### src/rtl/uart_tx_sched.sv
// uart_tx_sched: round-robin write arbiter into the TX FIFO with occupancy
// tracking, plus the pop/load/start/wait sequencer that feeds the transmitter.
module uart_tx_sched #(
  parameter int NUM_REQ    = 2,
  parameter int DEPTH      = 16,
  parameter int GAP_CYCLES = 0,
  parameter int TIMEOUT    = 4095
) (
  input  logic                 clk_tx_sched,
  input  logic                 rst_tx_sched,
  input  logic                 enable,
  input  logic [NUM_REQ-1:0]   req_valid,
  input  logic [8*NUM_REQ-1:0] req_data,
  output logic [NUM_REQ-1:0]   req_ready,
  output logic                 fifo_wr_en,
  output logic [7:0]           fifo_wr_data,
  output logic                 fifo_rd_en,
  output logic                 tx_start,
  input  logic                 tx_busy,
  input  logic                 tx_done,
  output logic [4:0]           fifo_count,
  output logic                 full,
  output logic                 empty,
  output logic                 timeout_err
);

  localparam int PW = (NUM_REQ > 1) ? $clog2(NUM_REQ) : 1;
  localparam int WW = $clog2(TIMEOUT + 1);
  localparam int GW = (GAP_CYCLES > 0) ? $clog2(GAP_CYCLES + 1) : 1;

  localparam logic [4:0]    DEPTH_C  = 5'(DEPTH);
  localparam logic [WW-1:0] WD_LAST  = WW'(TIMEOUT - 1);
  localparam logic [GW-1:0] GAP_LAST =
    GW'((GAP_CYCLES > 0) ? GAP_CYCLES - 1 : 0);
  localparam logic [PW:0]   NREQ_C   = (PW + 1)'(NUM_REQ);
  localparam logic [PW-1:0] PTR_LAST = PW'(NUM_REQ - 1);

  typedef enum logic [2:0] {
    S_IDLE,
    S_POP,
    S_LOAD,
    S_START,
    S_WAIT,
    S_GAP
  } state_t;

  state_t        state_q, state_d;
  logic [PW-1:0] rr_ptr_q, rr_ptr_d;
  logic [4:0]    count_q, count_d;
  logic [WW-1:0] wd_q, wd_d;
  logic [GW-1:0] gap_q, gap_d;
  logic          rd_en_q, rd_en_d;
  logic          start_q, start_d;
  logic          err_q, err_d;
  logic          push;
  logic          pop;

  assign fifo_count  = count_q;
  assign full        = (count_q == DEPTH_C);
  assign empty       = (count_q == 5'd0);
  assign fifo_rd_en  = rd_en_q;
  assign tx_start    = start_q;
  assign timeout_err = err_q;
  assign push        = |(req_valid & req_ready);
  assign fifo_wr_en  = push;
  assign pop         = rd_en_q;

  // Grant the first valid requester at or after the pointer; blocked when full.
  always_comb begin
    logic [PW:0]   sum;
    logic [PW-1:0] idx;
    logic          found;
    req_ready    = '0;
    fifo_wr_data = '0;
    rr_ptr_d     = rr_ptr_q;
    found        = 1'b0;
    sum          = '0;
    idx          = '0;
    for (int k = 0; k < NUM_REQ; k++) begin
      sum = {1'b0, rr_ptr_q} + (PW + 1)'(k);
      if (sum >= NREQ_C) begin
        sum = sum - NREQ_C;
      end
      idx = sum[PW-1:0];
      if (!full && !found && req_valid[idx]) begin
        found          = 1'b1;
        req_ready[idx] = 1'b1;
        fifo_wr_data   = req_data[{idx, 3'b000} +: 8];
        rr_ptr_d       = (idx == PTR_LAST) ? '0 : idx + 1'b1;
      end
    end
  end

  // Occupancy follows push minus pop, clamped to 0..DEPTH.
  always_comb begin
    count_d = count_q;
    if (push && !pop && count_q != DEPTH_C) begin
      count_d = count_q + 5'd1;
    end else if (!push && pop && count_q != 5'd0) begin
      count_d = count_q - 5'd1;
    end
  end

  // Sequencer next state; strobes are computed one cycle early so they
  // come out of flops aligned with the POP and START states.
  always_comb begin
    state_d = state_q;
    wd_d    = wd_q;
    gap_d   = gap_q;
    rd_en_d = 1'b0;
    start_d = 1'b0;
    err_d   = err_q;
    unique case (state_q)
      S_IDLE: begin
        if (enable && !empty && !tx_busy) begin
          state_d = S_POP;
          rd_en_d = 1'b1;
        end
      end
      S_POP: begin
        state_d = S_LOAD;
      end
      S_LOAD: begin
        state_d = S_START;
        start_d = 1'b1;
      end
      S_START: begin
        state_d = S_WAIT;
        wd_d    = '0;
      end
      S_WAIT: begin
        if (tx_done) begin
          state_d = (GAP_CYCLES > 0) ? S_GAP : S_IDLE;
          gap_d   = '0;
        end else if (wd_q == WD_LAST) begin
          err_d   = 1'b1;
          state_d = S_IDLE;
        end else begin
          wd_d = wd_q + 1'b1;
        end
      end
      S_GAP: begin
        if (gap_q == GAP_LAST) begin
          state_d = S_IDLE;
        end else begin
          gap_d = gap_q + 1'b1;
        end
      end
      default: begin
        state_d = S_IDLE;
      end
    endcase
  end

  // State and registered outputs; reset wins on any edge it is high.
  always_ff @(posedge clk_tx_sched) begin
    if (rst_tx_sched) begin
      state_q  <= S_IDLE;
      rr_ptr_q <= '0;
      count_q  <= '0;
      wd_q     <= '0;
      gap_q    <= '0;
      rd_en_q  <= 1'b0;
      start_q  <= 1'b0;
      err_q    <= 1'b0;
    end else begin
      state_q  <= state_d;
      rr_ptr_q <= rr_ptr_d;
      count_q  <= count_d;
      wd_q     <= wd_d;
      gap_q    <= gap_d;
      rd_en_q  <= rd_en_d;
      start_q  <= start_d;
      err_q    <= err_d;
    end
  end

endmodule

### config.mk
export PLATFORM = sky130hd
export DESIGN_NAME = uart_tx_sched
export DESIGN_NICKNAME = d
export VERILOG_FILES = /design/src/rtl/uart_tx_sched.sv
export SDC_FILE = /design/constraint.sdc
export NUM_CORES = 1
export LEC_CHECK = 0
export CAP_MARGIN = 25
export CORE_ASPECT_RATIO = 1.4
export CORE_MARGIN = 3
export CORE_UTILIZATION = 40
export DETAILED_ROUTE_END_ITERATION = 8
export PLACE_DENSITY = 0.7
export SETUP_SLACK_MARGIN = 0.4
export SLEW_MARGIN = 10
export SYNTH_ARGS = -nofsm -noshare
export SYNTH_HDL_FRONTEND = slang
export SYNTH_SLANG_ARGS = --single-unit
### constraint.sdc
create_clock -name clk_tx_sched -period 3.7 [get_ports clk_tx_sched]
set_input_delay 0.925 -clock clk_tx_sched [delete_from_list [all_inputs] [get_ports clk_tx_sched]]
set_output_delay 0.925 -clock clk_tx_sched [all_outputs]
set_load 0.01 [all_outputs]
* Yosys cells after proc, flatten, opt, wreduce, memory -nomap -nowiden *
Cells that the tools add are included.
W data, S select, Z words.

storage, ports and cells
  memory bits (read-only) = 0
  flip-flop bits (word level) = 25
  bits of input ports = 23
  word-level logic and storage cells = 107
  memories = 0
  bits in latches = 0
  memory bits (writable) = 0
  output and inout bits = 21

operators by class
  equal/unequal tests = 14
  shifts and indexed selects = 2
  bitwise operators = 4
  add/subtract/negate cells = 9
  mux-type cells = 34
  multipliers = 0
  divide/modulo/power cells = 0
  reductions and logical operators = 30
  magnitude comparators = 6

operator list
  kind                     number
  $shiftx A16 B5 Y8        2
  $mux W12                 2
  $pmux W12 S2             1
  $pmux W3 S6              1
  $mux W1                  17
  $mux W8                  2
  $add A12 B1 Y12 const B  1
  $eq A12 B12 Y1 const B   1
  $mux W3                  4
  $logic_and A1 B1 Y1      11
  $mux W5                  2
  $ne A2 B2 Y1 const B     5
  $reduce_and A3 Y1        3
  $reduce_bool A2 Y1       4
  $eq A3 B2 Y1 const B     2
  $eq A3 B3 Y1 const B     2
  $logic_not A1 Y1         6
  $add A5 B1 Y5 const B    1
  $eq A5 B5 Y1 const B     1
  $logic_not A5 Y1         1
  $ne A5 B5 Y1 const B     1
  $reduce_bool A5 Y1       1
  $sub A5 B1 Y5 const B    1
  $lt A1 B2 Y1 const B     2
  17 further kinds         25

* Longest topological paths before layout *
Gate-level depths: netlist of run 1.

  depth after elaboration = 17
  gate-level depth with buffers = 8
  depth with buffers taken out = 8

* Worst setup path before layout of run 1 *
OpenSTA, ideal clock, no wires.

  path kind = input-to-reg
  start point = input req_valid[0]
  end point = register count_q[4], in the netlist fifo_count[4]
  arrival time = 2.764 ns
  stages on the path = 8
  buffers on the path = 0
  data required time = 3.614 ns
  path slack = 0.850 ns
  cells stage by stage = o21ba_2 > a21boi_1 > inv_1 > fa_1 > a21o_1 > a21o_1 > a31o_2 > a211oi_1

between the ends
  longest elaborated chain between the ends = 14
  elaborated cells on any way between the ends = 21
  classes of those cells = 8 x mux; 2 x bitwise; 11 x reduce/logical

ends and longest elaborated chain
  element                                     line  text
  from (decl)                                 12    input logic [NUM_REQ-1:0] req_valid,
  $mux W1 (implied by the code) (2 in a row)  85    if (!full && !found && req_valid[idx]) begin
  $logic_and A1 B1 Y1                         85
  $mux W1                                     85
  $logic_not A1 Y1                            85
  $logic_and A1 B1 Y1 (2 in a row)            85
  $mux W2                                     85
  $and A2 B2 Y2 *                             64    assign push = |(req_valid & req_ready);
  $reduce_or A2 Y1 *                          64
  $logic_not A1 Y1                            99    end else if (!push && pop && count_q != 5'd0) begin
  $logic_and A1 B1 Y1 (2 in a row)            99
  $reduce_bool A2 Y1 (no source line)         -
  to (signal assigned)                        169   count_q <= count_d;
  to (decl)                                   49    logic [4:0] count_q, count_d;

Every way passes the cells marked *; elsewhere a longest branch is shown, timed or not. The select of a mux whose other input is x is not followed.
A chain may end at the register's enable or synchronous reset.

* Worst setup path after layout of run 1 *
  start point = input req_valid[1]
  end point = output fifo_wr_data[5]

between the ends
  longest elaborated chain between the ends = 8
  elaborated cells on any way between the ends = 11
  classes of those cells = 7 x mux; 4 x reduce/logical

ends and longest elaborated chain
  element                                     line  text
  $mux W1 (implied by the code) (2 in a row)  85
  $logic_and A1 B1 Y1                         85
  $mux W1                                     85
  $logic_not A1 Y1                            85
  $logic_and A1 B1 Y1 (2 in a row)            85
  $mux W8 *                                   85
  to (decl)                                   16    output logic [7:0] fifo_wr_data,

Marked as above.

==> flow_summary.toml, run 1 <==
[outcome]
outcome = "finished, final reports clean"

[setup_path]
setup.worst_path.end_class = "primary output"
slowest_delay_ps = 540
crit_path_cell_trace = "clkdlybuf4s15_1, a21boi_2, buf_4, a22oi_1, nor2_1, clkdlybuf4s50_1"
path_delay_family = "buffers and inverters"
worstSetupPathType = "in -> out"
regToRegSetupSlack_ps = 1050
crit_slowest_cell = "clkdlybuf4s50_1"
crit_arrival_ps = 2250
startpoint_type = "input port"
cp_max_fo = 9
cp_data_required_time_ps = 2770
r2r_start = "fifo_count[0]"
r2r.worst_path.cells = 8
crit_buf_inv = 3
r2r-end = "fifo_count[4]"

[synthesis]
synthesis.area_sq_mm = 0.00142
synthTopCellsByArea = "dfxtp_1 34%, a21oi_1 5.0%, ha_1 4.4%"
synthCells = 168
synth_cell_types = 46
ys_ff_latch = 24
yosys.area.top_type = "dfxtp_1"
synth_seq_area_share = 0.340
syn_nets = 197
syn_area_per_cell_sq_um = 8.42
synth_top_area_frac = 0.340
ys_warn_count = 0

[timing]
finalSetupViolCount = 0
fmax_mhz = 315
layout_min_cycle_time_ps = 3170
maxSlewHeadroom = 0.638
worst_slew_pin_slew_ps = 539
finClkSkew_ps = 4.46
final_hold_viol_count = 0
layout_worst_path_cycle_share = 0.858
grt_setup_unrepaired = "no"
whs_ps = 476
tns_ps = 0
maxSlewViolCount = 0

[global_route]
grt_pass1_wl_um = 6230
grt_overflow = 0
grt_max_degree = 17
grt_pass1_vias = 1356
antenna_found_initial = 0
track_usage = 0.175

[hold_path]
worstHoldPathType = "reg -> reg"
holdPathStages = 2
hold_path_end = "timeout_err"
hp-start = "timeout_err"

[layout]
nets = 246
diodes = 0
drive_above_1_share = 0.0977
syn_to_final_growth_pct = 37.7
stdcell_count = 254

[place]
place_inst = 251
portBuffers = 43
hpwl_um = 3050
gp_congestion = 0.760

[routing]
drt-total-wl_um = 3830
dr_total_vias = 1459
firstDrtPassIters = 4
antenna_left = 0
vias_per_cell = 5.74
dr.first_iter.drc_count = 37
routedWlPerCell_um = 15.1
drc = 0

[run]
cap_violations = 0

[floorplanning]
core_area_sq_mm = 0.00324
die_x_um = 56.3
die_height_um = 76.4
die_area_sq_mm = 0.00430
boundaryPins = 44
rows = 24
start_util = 0.436

[pwr]
ir_drop_mv = 0.369
p_leak_nw = 0.722
powerDensity_mw_per_mm2 = 464

[clock_network]
numClockSinks = 24
h-tree-depth = 1
clk_latency_ps = 260
root_buffer = "clkbuf_8"
tritoncts = "built"
postCtsSetupRepairBufs = 0
path_clk_slew_ps = 80
cts_made_buffers = 3
clk_path_buf_depth = 2
power breakdown:
group	internal (mW)	total [mW]	switching [mW]
clock network	0.0728	0.148	0.0748
registers	0.291	0.344	0.0529
logic	0.218	0.414	0.196
total	0.581	0.905	0.324
per-stage QoR:
step                      total power [mW]  utilization  setup slack [ps]  instance area (sq um)
after floorplan                      0.575            -               850                   1420
after global placement               0.749        0.590               214                   1910
after detailed placement             0.765        0.590               169                   1910
after CTS                            0.910        0.600               476                   1950
after global routing                 0.964        0.601               405                   1950
final                                0.905        0.601               526                   1950
cell usage in the layout, fill, tap and decap left out, types with 3 or more instances in the layout:
cell type	netlist	final
clkdlybuf4s50_1	0	36
dfxtp_1	24	24
nor2_1	16	16
a21oi_1	14	14
nand2_1	8	8
inv_1	8	8
a22oi_1	8	8
o21ai_0	8	8
or3_1	7	7
nand3_1	6	6
nor3_1	6	6
nand4_1	5	5
ha_1	5	5
dlygate4sd2_1	0	5
o31ai_1	4	4
a211oi_1	4	4
buf_4	1	4
or4_1	3	3
clkbuf_8	0	3
cell usage after synthesis (all sizes together):
cell / n
dfxtp: 24
nor2: 16
a21oi: 14
inv: 9
nand2: 9
a22oi: 8
o21ai: 8
or3: 7
nand3: 6
nand4: 6
nor3: 6
ha: 5
a211oi: 4
o31ai: 4
a21boi: 3
nor4: 3
or4: 3
a21o: 2
and2: 2
and4: 2
buf: 2
mux2i: 2
o211ai: 2
o311ai: 2
o41ai: 2
or3b: 2
a311oi: 1
a31o: 1
and3: 1
and3b: 1
clkbuf: 1
fa: 1
mux2: 1
nor3b: 1
nor4b: 1
o21a: 1
o21ba: 1
o22ai: 1
or2b: 1
xnor2: 1
xor2: 1
registers in the layout (all words and copies together), names as in the netlist:
name,flops
tx_start,1
fifo_rd_en,1
fifo_count,5
rr_ptr_q,1
state_q,3
wd_q,12
timeout_err,1
timing repair:
item | in CTS | in global routing
hold buffers | 0 | 0
gates resized for setup | 7 | 4
setup endpoints to repair | 10 | 3
per-layer routing:
metal  wire length [um]  track usage
met1               1510        0.191
met2               2100        0.326
met3                115       0.0237
met4                109       0.0784
met5                  0            0
worst register-to-register path, stage by stage, from the launching register on:
cell	delay, ps
dfxtp_1	390
nor4_2	560
a21boi_1	170
inv_1	220
ha_1	310
a21o_1	190
a21o_1	200
a31o_2	240
a211oi_1	250
final cells by class:
| type | count | area (sq um) |
|---|---|---|
| flip-flops and latches | 24 | 480 |
| fillers | 300 | 1290 |
| clock buffers | 3 | 41.3 |
| well taps | 39 | 48.8 |
| inverters | 9 | 33.8 |
| repair buffers | 47 | 449 |
| multi-input cells | 132 | 895 |
how the worst max path moves through the flow:
stage	startpoint	to	slack, ps	cells past startpoint
finish	req_valid[1]	fifo_wr_data[5]	530	6
global route	fifo_count[0]	fifo_wr_data[5]	410	5
CTS	req_valid[0]	fifo_wr_data[5]	480	6
detailed placement	req_valid[0]	fifo_wr_data[0]	170	6
global placement	req_valid[0]	fifo_wr_data[2]	210	6
floorplan	req_valid[0]	fifo_count[4]	850	8
cells by family after synthesis:
group,count (synthesis),share of synthesized area
DFF,24,0.340
muxes,3,0.0221
buffers and inverters,12,0.0354
adders and majority gates,6,0.0584
xor gates and xnor gates,2,0.0124
and+or+nand+nor,67,0.279
AOI/OAI and AO/OA,54,0.254
No activity file was read; power rests on OpenSTA's default activity.
==> inputs of run 2 (changes only) <==
--- a/config.mk
+++ b/config.mk
@@ -12,7 +12,6 @@
 export DETAILED_ROUTE_END_ITERATION = 8
 export PLACE_DENSITY = 0.7
 export SETUP_SLACK_MARGIN = 0.4
-export SLEW_MARGIN = 10
 export SYNTH_ARGS = -nofsm -noshare
 export SYNTH_HDL_FRONTEND = slang
 export SYNTH_SLANG_ARGS = --single-unit
==> results of run 2 <==
No change in the layout: final DEF, timing and power equal those of run 1.
